[src/rtl/cpu19_pkg.sv]
// Shared definitions for the 19-bit CPU and its program loader.
package cpu19_pkg;

    localparam int unsigned WORD_W         = 19;
    localparam int unsigned BYTES_PER_WORD = 3;

    typedef enum logic [2:0] {
        LEN_LO,
        LEN_HI,
        B0,
        B1,
        B2,
        WRITE,
        DONE
    } loader_state_t;

endpackage

[src/rtl/prog_loader.sv]
// Byte-stream program loader: assembles 19-bit words, writes them into the
// CPU instruction memory and holds the CPU in reset until the load completes.
module prog_loader
    import cpu19_pkg::*;
#(
    parameter int unsigned ADDR_W = 8,
    parameter int unsigned WORD_W = cpu19_pkg::WORD_W
) (
    input  logic              clk,
    input  logic              rst,
    input  logic [7:0]        in_data,
    input  logic              in_valid,
    output logic              in_ready,
    input  logic              reload,
    output logic              imem_we,
    output logic [ADDR_W-1:0] imem_addr,
    output logic [WORD_W-1:0] imem_wdata,
    output logic              cpu_rst,
    output logic              busy,
    output logic              done,
    output logic              load_err,
    output logic [15:0]       words_loaded
);

    // Number of meaningful bits carried by the last byte of a word.
    localparam int unsigned TOP_BITS = WORD_W - (BYTES_PER_WORD - 1) * 8;

    loader_state_t state, state_nxt;

    logic [15:0] word_cnt;
    logic [15:0] word_len;
    logic [7:0]  byte0_q;
    logic [7:0]  byte1_q;
    logic        xfer;
    logic        ovf;
    logic        last_word;

    assign xfer = in_valid & in_ready;

    always_comb begin
        ovf       = (32'(word_cnt) >> ADDR_W) != 32'd0;
        last_word = (32'(word_cnt) + 32'd1) >= 32'(word_len);
    end

    always_ff @(posedge clk) begin
        if (rst) begin
            state <= LEN_LO;
        end else begin
            state <= state_nxt;
        end
    end

    always_comb begin
        state_nxt = state;
        case (state)
            LEN_LO: if (xfer) state_nxt = LEN_HI;
            LEN_HI: if (xfer) state_nxt = ({in_data, word_len[7:0]} == 16'd0) ? DONE : B0;
            B0:     if (xfer) state_nxt = B1;
            B1:     if (xfer) state_nxt = B2;
            B2:     if (xfer) state_nxt = WRITE;
            WRITE:  state_nxt = last_word ? DONE : B0;
            DONE:   if (reload) state_nxt = LEN_LO;
            default: state_nxt = LEN_LO;
        endcase
    end

    always_comb begin
        in_ready = 1'b0;
        busy     = 1'b1;
        done     = 1'b0;
        imem_we  = 1'b0;
        case (state)
            LEN_LO, LEN_HI, B0, B1, B2: in_ready = 1'b1;
            WRITE:   imem_we = ~ovf;
            DONE: begin
                busy = 1'b0;
                done = 1'b1;
            end
            default: ;
        endcase
        cpu_rst = busy;
    end

    always_ff @(posedge clk) begin
        if (rst) begin
            word_cnt   <= '0;
            word_len   <= '0;
            byte0_q    <= '0;
            byte1_q    <= '0;
            imem_wdata <= '0;
            load_err   <= 1'b0;
        end else begin
            case (state)
                LEN_LO: if (xfer) word_len[7:0]  <= in_data;
                LEN_HI: if (xfer) word_len[15:8] <= in_data;
                B0:     if (xfer) byte0_q <= in_data;
                B1:     if (xfer) byte1_q <= in_data;
                B2: begin
                    if (xfer) begin
                        imem_wdata <= {in_data[TOP_BITS-1:0], byte1_q, byte0_q};
                        if (in_data[7:TOP_BITS] != '0) load_err <= 1'b1;
                    end
                end
                WRITE: begin
                    word_cnt <= word_cnt + 16'd1;
                    if (ovf) load_err <= 1'b1;
                end
                DONE: begin
                    if (reload) begin
                        word_cnt <= '0;
                        word_len <= '0;
                        load_err <= 1'b0;
                    end
                end
                default: ;
            endcase
        end
    end

    assign imem_addr    = word_cnt[ADDR_W-1:0];
    assign words_loaded = word_cnt;

endmodule

[config.mk]
export PLATFORM = sky130hd
export DESIGN_NAME = prog_loader
export DESIGN_NICKNAME = d
export VERILOG_FILES = /design/src/rtl/cpu19_pkg.sv /design/src/rtl/prog_loader.sv
export SDC_FILE = /design/constraint.sdc
export NUM_CORES = 1
export LEC_CHECK = 0
export ABC_AREA = 1
export BUFFER_PORTS_ARGS = -buffer_cell sky130_fd_sc_hd__buf_2
export CORE_MARGIN = 4
export CORE_UTILIZATION = 58
export CTS_BUF_LIST = sky130_fd_sc_hd__clkbuf_4
export DETAILED_ROUTE_END_ITERATION = 7
export HOLD_SLACK_MARGIN = 0.05
export PLACE_DENSITY = 0.82
export SLEW_MARGIN = 20
export SYNTH_ARGS = -nofsm -noshare
export SYNTH_HDL_FRONTEND = slang
export SYNTH_SLANG_ARGS = --single-unit
[constraint.sdc]
create_clock -name clk -period 7.1 [get_ports clk]
set_clock_uncertainty 0.15 [all_clocks]
set_input_delay 1.065 -clock clk [delete_from_list [all_inputs] [get_ports clk]]
set_output_delay 1.065 -clock clk [all_outputs]
set_load 0.01 [all_outputs]
==> impl_metrics.py, run 1 <==
metrics = {
    "setup_path": {
        "rr_endpoint": "state[2]",
        "r2r_cells": 17,
        "crit_chain": "nand3_1, nor4_1, buf_2",
        "path_class": "register to output pin",
        "cp_top_family": "flip-flops",
        "crit_buf_inv": 1,
        "rr_startpoint": "words_loaded[0]",
        "cp.arrival_ps": 2390,
        "start_kind": "register",
        "cp_slowest_cell": "dfxtp_1",
        "worstSetupEndpointType": "output pin",
        "max_stage_delay_ps": 940,
        "required_ps": 5880,
        "regToRegSetupSlack_ps": 4170,
        "critPathMaxFanout": 26,
    },
    "placement": {
        "dpl.cell_count": 610,
        "pre_cts_ws_ps": 4070,
        "dpl_cell_area_sq_um": 3930,
        "routabilityCongestion": 0.869,
        "hpwl_um": 6140,
        "io_buffers": 60,
    },
    "sta": {
        "setup_tns_ps": 0,
        "finalCritPeriodShare_pct": 50.7,
        "finalHoldViolCount": 0,
        "holdWs_ps": 315,
        "tightest_slew_ps": 915,
        "max_freq_mhz": 278,
        "setup_viol": 0,
        "slew_headroom_pct": 38.9,
        "rsz0062_at_grt": "no",
        "drv_slew": 0,
        "finalCriticalPeriod_ps": 3600,
        "fin_ws_ps": 3500,
    },
    "drt": {
        "wl_per_cell_um": 13.5,
        "drt_wl_total_um": 8430,
        "viasPerCell": 5.46,
        "vias": 3421,
        "first_pass_iters": 5,
        "ant_nets": 0,
        "drc": 0,
        "drtIter0Drc": 203,
    },
    "finish": {
        "mostFrequentLayoutCells": "nand2_1, dfxtp_1, inv_1",
        "final_nets": 575,
        "fin_area_sq_um": 4090,
        "drive_gt1_share_pct": 18.5,
        "areaGrowthSynthToFinish_pct": 11.2,
        "layout_commonest_cell": "nand2_1",
        "instances_no_fill": 626,
        "fin_util_pct": 67.8,
        "antenna_cells": 0,
    },
    "cts": {
        "cts_hold_buf": 0,
        "cts_tree": "built",
        "numClockSinks": 71,
        "path_clk_slew_ps": 120,
        "cts_setup_buffers": 0,
        "cts_made_buffers": 9,
        "cts_resized": 0,
        "clk_latency_ps": 420,
        "cts_max_level": 3,
        "clockBufferDepth": 2,
        "cts_root_buf": "clkbuf_4",
    },
    "hold_path": {
        "holdCritStartpoint": "imem_wdata[6]",
        "whs_endpoint": "imem_wdata[6]",
        "hp-class": "register to register",
        "whs_path_depth": 2,
    },
    "synth": {
        "synth_nets": 533,
        "ys_ff_latch": 71,
        "yosysWarnings": 0,
        "avgSynthCellArea_sq_um": 7.29,
        "ys_types": 36,
        "synth_area_sq_um": 3680,
        "async_reset_ff_share_pct": 0,
        "netlist_instances": 504,
        "synth_flop_cell": "dfxtp_1",
        "synth-edff-count": 0,
        "ys_seq_area_share_pct": 38.7,
    },
    "job": {
        "cap_violations": 0,
    },
    "pwr": {
        "power_leakage_nw": 1.84,
        "ir_worst_vdd_mv": 0.125,
        "powerDensity_nw_per_um2": 190,
        "finalPower_mw": 0.778,
    },
    "die": {
        "die_width_um": 87.6,
        "start_util_pct": 61.0,
        "die_y_um": 87.6,
        "rows": 28,
        "core_region_area_sq_um": 6030,
        "pin_count": 61,
        "die-area_sq_um": 7680,
    },
    "grt": {
        "grt_pass1_vias": 3113,
        "grt_antenna_before_repair": 0,
        "overflow": 0,
        "grt_pass1_wl_um": 13900,
        "grt_max_degree": 72,
        "grtUsageTotal_pct": 22.8,
    },
    "outcome": {
        "status": "completed",
    },
}
-- layer usage --
layer  vias up  GRT usage [%]  wire (um)
met5         -              0          0
met1      1536           28.6       3700
li1       1734              -          -
met2       128           37.3       3920
met4         0           12.7        275
met3        23           3.39        530
-- Yosys cell counts (3+ instances only) --
cell type / number / area [sq um]
a211oi_1: 8 / 60.1
a21oi_1: 53 / 265
buf_1: 3 / 11.3
buf_2: 7 / 35.0
buf_4: 9 / 67.6
clkbuf_1: 12 / 45.0
dfxtp_1: 71 / 1420
ha_1: 17 / 213
inv_1: 70 / 263
inv_2: 5 / 18.8
nand2_1: 98 / 368
nand2_2: 3 / 18.8
nand3_1: 13 / 65.1
nand3_2: 4 / 40.0
nand4_1: 30 / 188
nor2_1: 42 / 158
nor2_2: 5 / 31.3
nor3_1: 4 / 20.0
nor4_1: 5 / 31.3
o21ai_0: 3 / 15.0
o22ai_1: 16 / 100
xnor2_1: 3 / 26.3
xor2_1: 6 / 52.6
-- worst min-delay path, stage by stage (launching register included) --
cell	delay, ps
dfxtp_1	330
nand2_1	60
a21oi_1	50
-- sequential cells by signal, indices dropped and copies added (netlist names) --
name / count
imem_wdata: 19
word_len: 16
words_loaded: 16
byte0_q: 8
byte1_q: 8
state: 3
load_err: 1
-- power by group --
group          internal [mW]  total (mW)  switching, mW
Sequential             0.407       0.414        0.00611
Combinational         0.0245      0.0763         0.0518
Clock                  0.146       0.289          0.143
-- worst max-delay path by stage --
stage	slack, ps	startpoint	cells after the start	endpoint
2_1_floorplan	4410	words_loaded[0]	17	state[2]
3_3_place_gp	4190	state[2]	3	imem_we
3_5_place_dp	4070	state[2]	3	imem_we
4_1_cts	3600	state[2]	3	imem_we
5_1_grt	3370	state[2]	3	imem_we
6_report	3500	state[2]	3	imem_we
-- area by class of cell --
cell class,count,area [sq um]
multi-input combinational,325,1810
inverter,77,289
sequential,71,1420
fill,531,1940
clock inverter,6,85.1
tap,75,93.8
timing repair buffer,62,315
clock buffer,10,75.1
-- cell families after synthesis --
logic type      count (synthesis)  share of synthesized area [%]
xor+xnor                       11                           3.03
simple gates                  211                           27.1
compound gates                 86                           13.3
fa+ha+maj                      17                           5.79
buf+inv                       108                           12.2
flops                          71                           38.7
Note: power is estimated with default switching activity, not from simulation.
==> inputs of run 2 (changes only) <==
- CORE_UTILIZATION: 58 -> 53
- PLACE_DENSITY: 0.82 -> 0.79
- clock period: 7.1 -> 3 ns (I/O delays scaled with it)
==> impl_metrics.py, run 2 (same netlist as run 1, synthesis figures left out) <==
metrics = {
    "finish": {
        "antenna_cells": 0,
        "mostFrequentLayoutCells": "nand2_1, inv_1, dfxtp_1",
        "largest_reg_flops": 19,
        "regMostFlops": "imem_wdata",
        "layout_commonest_cell": "nand2_1",
        "fin_util_pct": 61.4,
        "fin_area_sq_um": 4150,
        "areaGrowthSynthToFinish_pct": 12.8,
        "drive_gt1_share_pct": 20.7,
        "instances_no_fill": 636,
        "final_nets": 581,
    },
    "drt": {
        "wl_per_cell_um": 13.3,
        "drc": 0,
        "ant_nets": 0,
        "vias": 3389,
        "drtIter0Drc": 218,
        "viasPerCell": 5.33,
        "first_pass_iters": 4,
        "drt_wl_total_um": 8490,
    },
    "placement": {
        "routabilityCongestion": 0.918,
        "dpl_cell_area_sq_um": 3960,
        "pre_cts_ws_ps": 99.4,
        "dpl.cell_count": 618,
        "hpwl_um": 6320,
        "io_buffers": 60,
    },
    "cts": {
        "cts_tree": "built",
        "clockBufferDepth": 2,
        "clk_latency_ps": 410,
        "cts_root_buf": "clkbuf_4",
        "cts_made_buffers": 9,
        "path_clk_slew_ps": 100,
        "cts_hold_buf": 0,
        "numClockSinks": 71,
        "cts_max_level": 3,
    },
    "sta": {
        "setup_viol": 0,
        "finalHoldViolCount": 0,
        "finalCriticalPeriod_ps": 2840,
        "setup_tns_ps": 0,
        "tightest_slew_ps": 741,
        "max_freq_mhz": 353,
        "fin_ws_ps": 164,
        "drv_slew": 0,
        "slew_headroom_pct": 50.1,
        "holdWs_ps": 179,
        "finalCritPeriodShare_pct": 94.5,
    },
    "die": {
        "die-area_sq_um": 8330,
        "pin_count": 61,
        "core_region_area_sq_um": 6760,
        "die_y_um": 91.3,
        "rows": 30,
        "die_width_um": 91.3,
        "start_util_pct": 54.4,
    },
    "pwr": {
        "finalPower_mw": 1.75,
        "powerDensity_nw_per_um2": 423,
        "ir_worst_vdd_mv": 0.315,
        "power_leakage_nw": 1.87,
    },
    "setup_path": {
        "max_stage_delay_ps": 670,
        "cp.arrival_ps": 2240,
        "worstSetupEndpointType": "output pin",
        "path_class": "register to output pin",
        "crit_chain": "nand3_1, nor4_1, buf_2",
        "critPathMaxFanout": 14,
        "required_ps": 2400,
        "cp_slowest_cell": "dfxtp_1",
        "start_kind": "register",
    },
    "grt": {
        "grt_max_degree": 38,
        "grt_pass1_wl_um": 14300,
        "grt_antenna_before_repair": 0,
        "overflow": 0,
        "grt_pass1_vias": 3067,
        "grtUsageTotal_pct": 20.9,
    },
    "outcome": {
        "status": "completed",
    },
    "hold_path": {
        "hp-class": "primary input to register",
    },
    "job": {
        "cap_violations": 0,
    },
}
run 2: changes by cell type in the layout (fill, tap and decap cells not counted), sizes merged:
| cell | delta |
|---|---|
| clkbuf | +1 |
| buf | +6 |
| bufinv | -1 |
| clkinvlp | -1 |
run 2: power breakdown:
part           leakage, nW  internal, mW  total, mW  switching, mW
clock network       0.0743         0.267      0.593          0.327
registers            0.576         0.963      0.977         0.0135
logic                 1.22        0.0600      0.184          0.124
run 2: cell type report:
| type | count | area [sq um] |
|---|---|---|
| clock buffers | 11 | 82.6 |
| clock inverters | 4 | 47.5 |
| fillers | 625 | 2610 |
| inverters | 77 | 289 |
| multi-input cells | 325 | 1840 |
| flip-flops and latches | 71 | 1430 |
| well taps | 80 | 100 |
| repair buffers | 68 | 360 |
run 2: final timing paths:
| kind | start | to | slack [ps] | cells after the start |
|---|---|---|---|---|
| min reg2reg | imem_wdata[12] | imem_wdata[12] | 310 | 2 |
| min | in_data[3] | byte1_q[3] | 180 | 3 |
| max reg2reg | words_loaded[0] | state[2] | 230 | 17 |
| max | state[2] | imem_we | 160 | 3 |
run 2: per-layer routing:
layer / up-vias / share of wire, % / global-route usage, %
li1: 1749 / - / -
met4: 0 / 2.0 / 7.66
met2: 100 / 46 / 32.7
met5: - / 0 / 0
met1: 1524 / 46 / 27.7
met3: 16 / 6.1 / 5.47
run 2: repair_timing:
item                       CTS  global route
gates resized for setup      0            10
setup endpoints to repair    0             1
buffers inserted             0             3
run 2: critical path: cells and delay by family, from the launching register on:
kind / cells / cell delay (ps)
DFF: 1 / 670
and+or+nand+nor: 2 / 910
buffers and inverters: 1 / 260
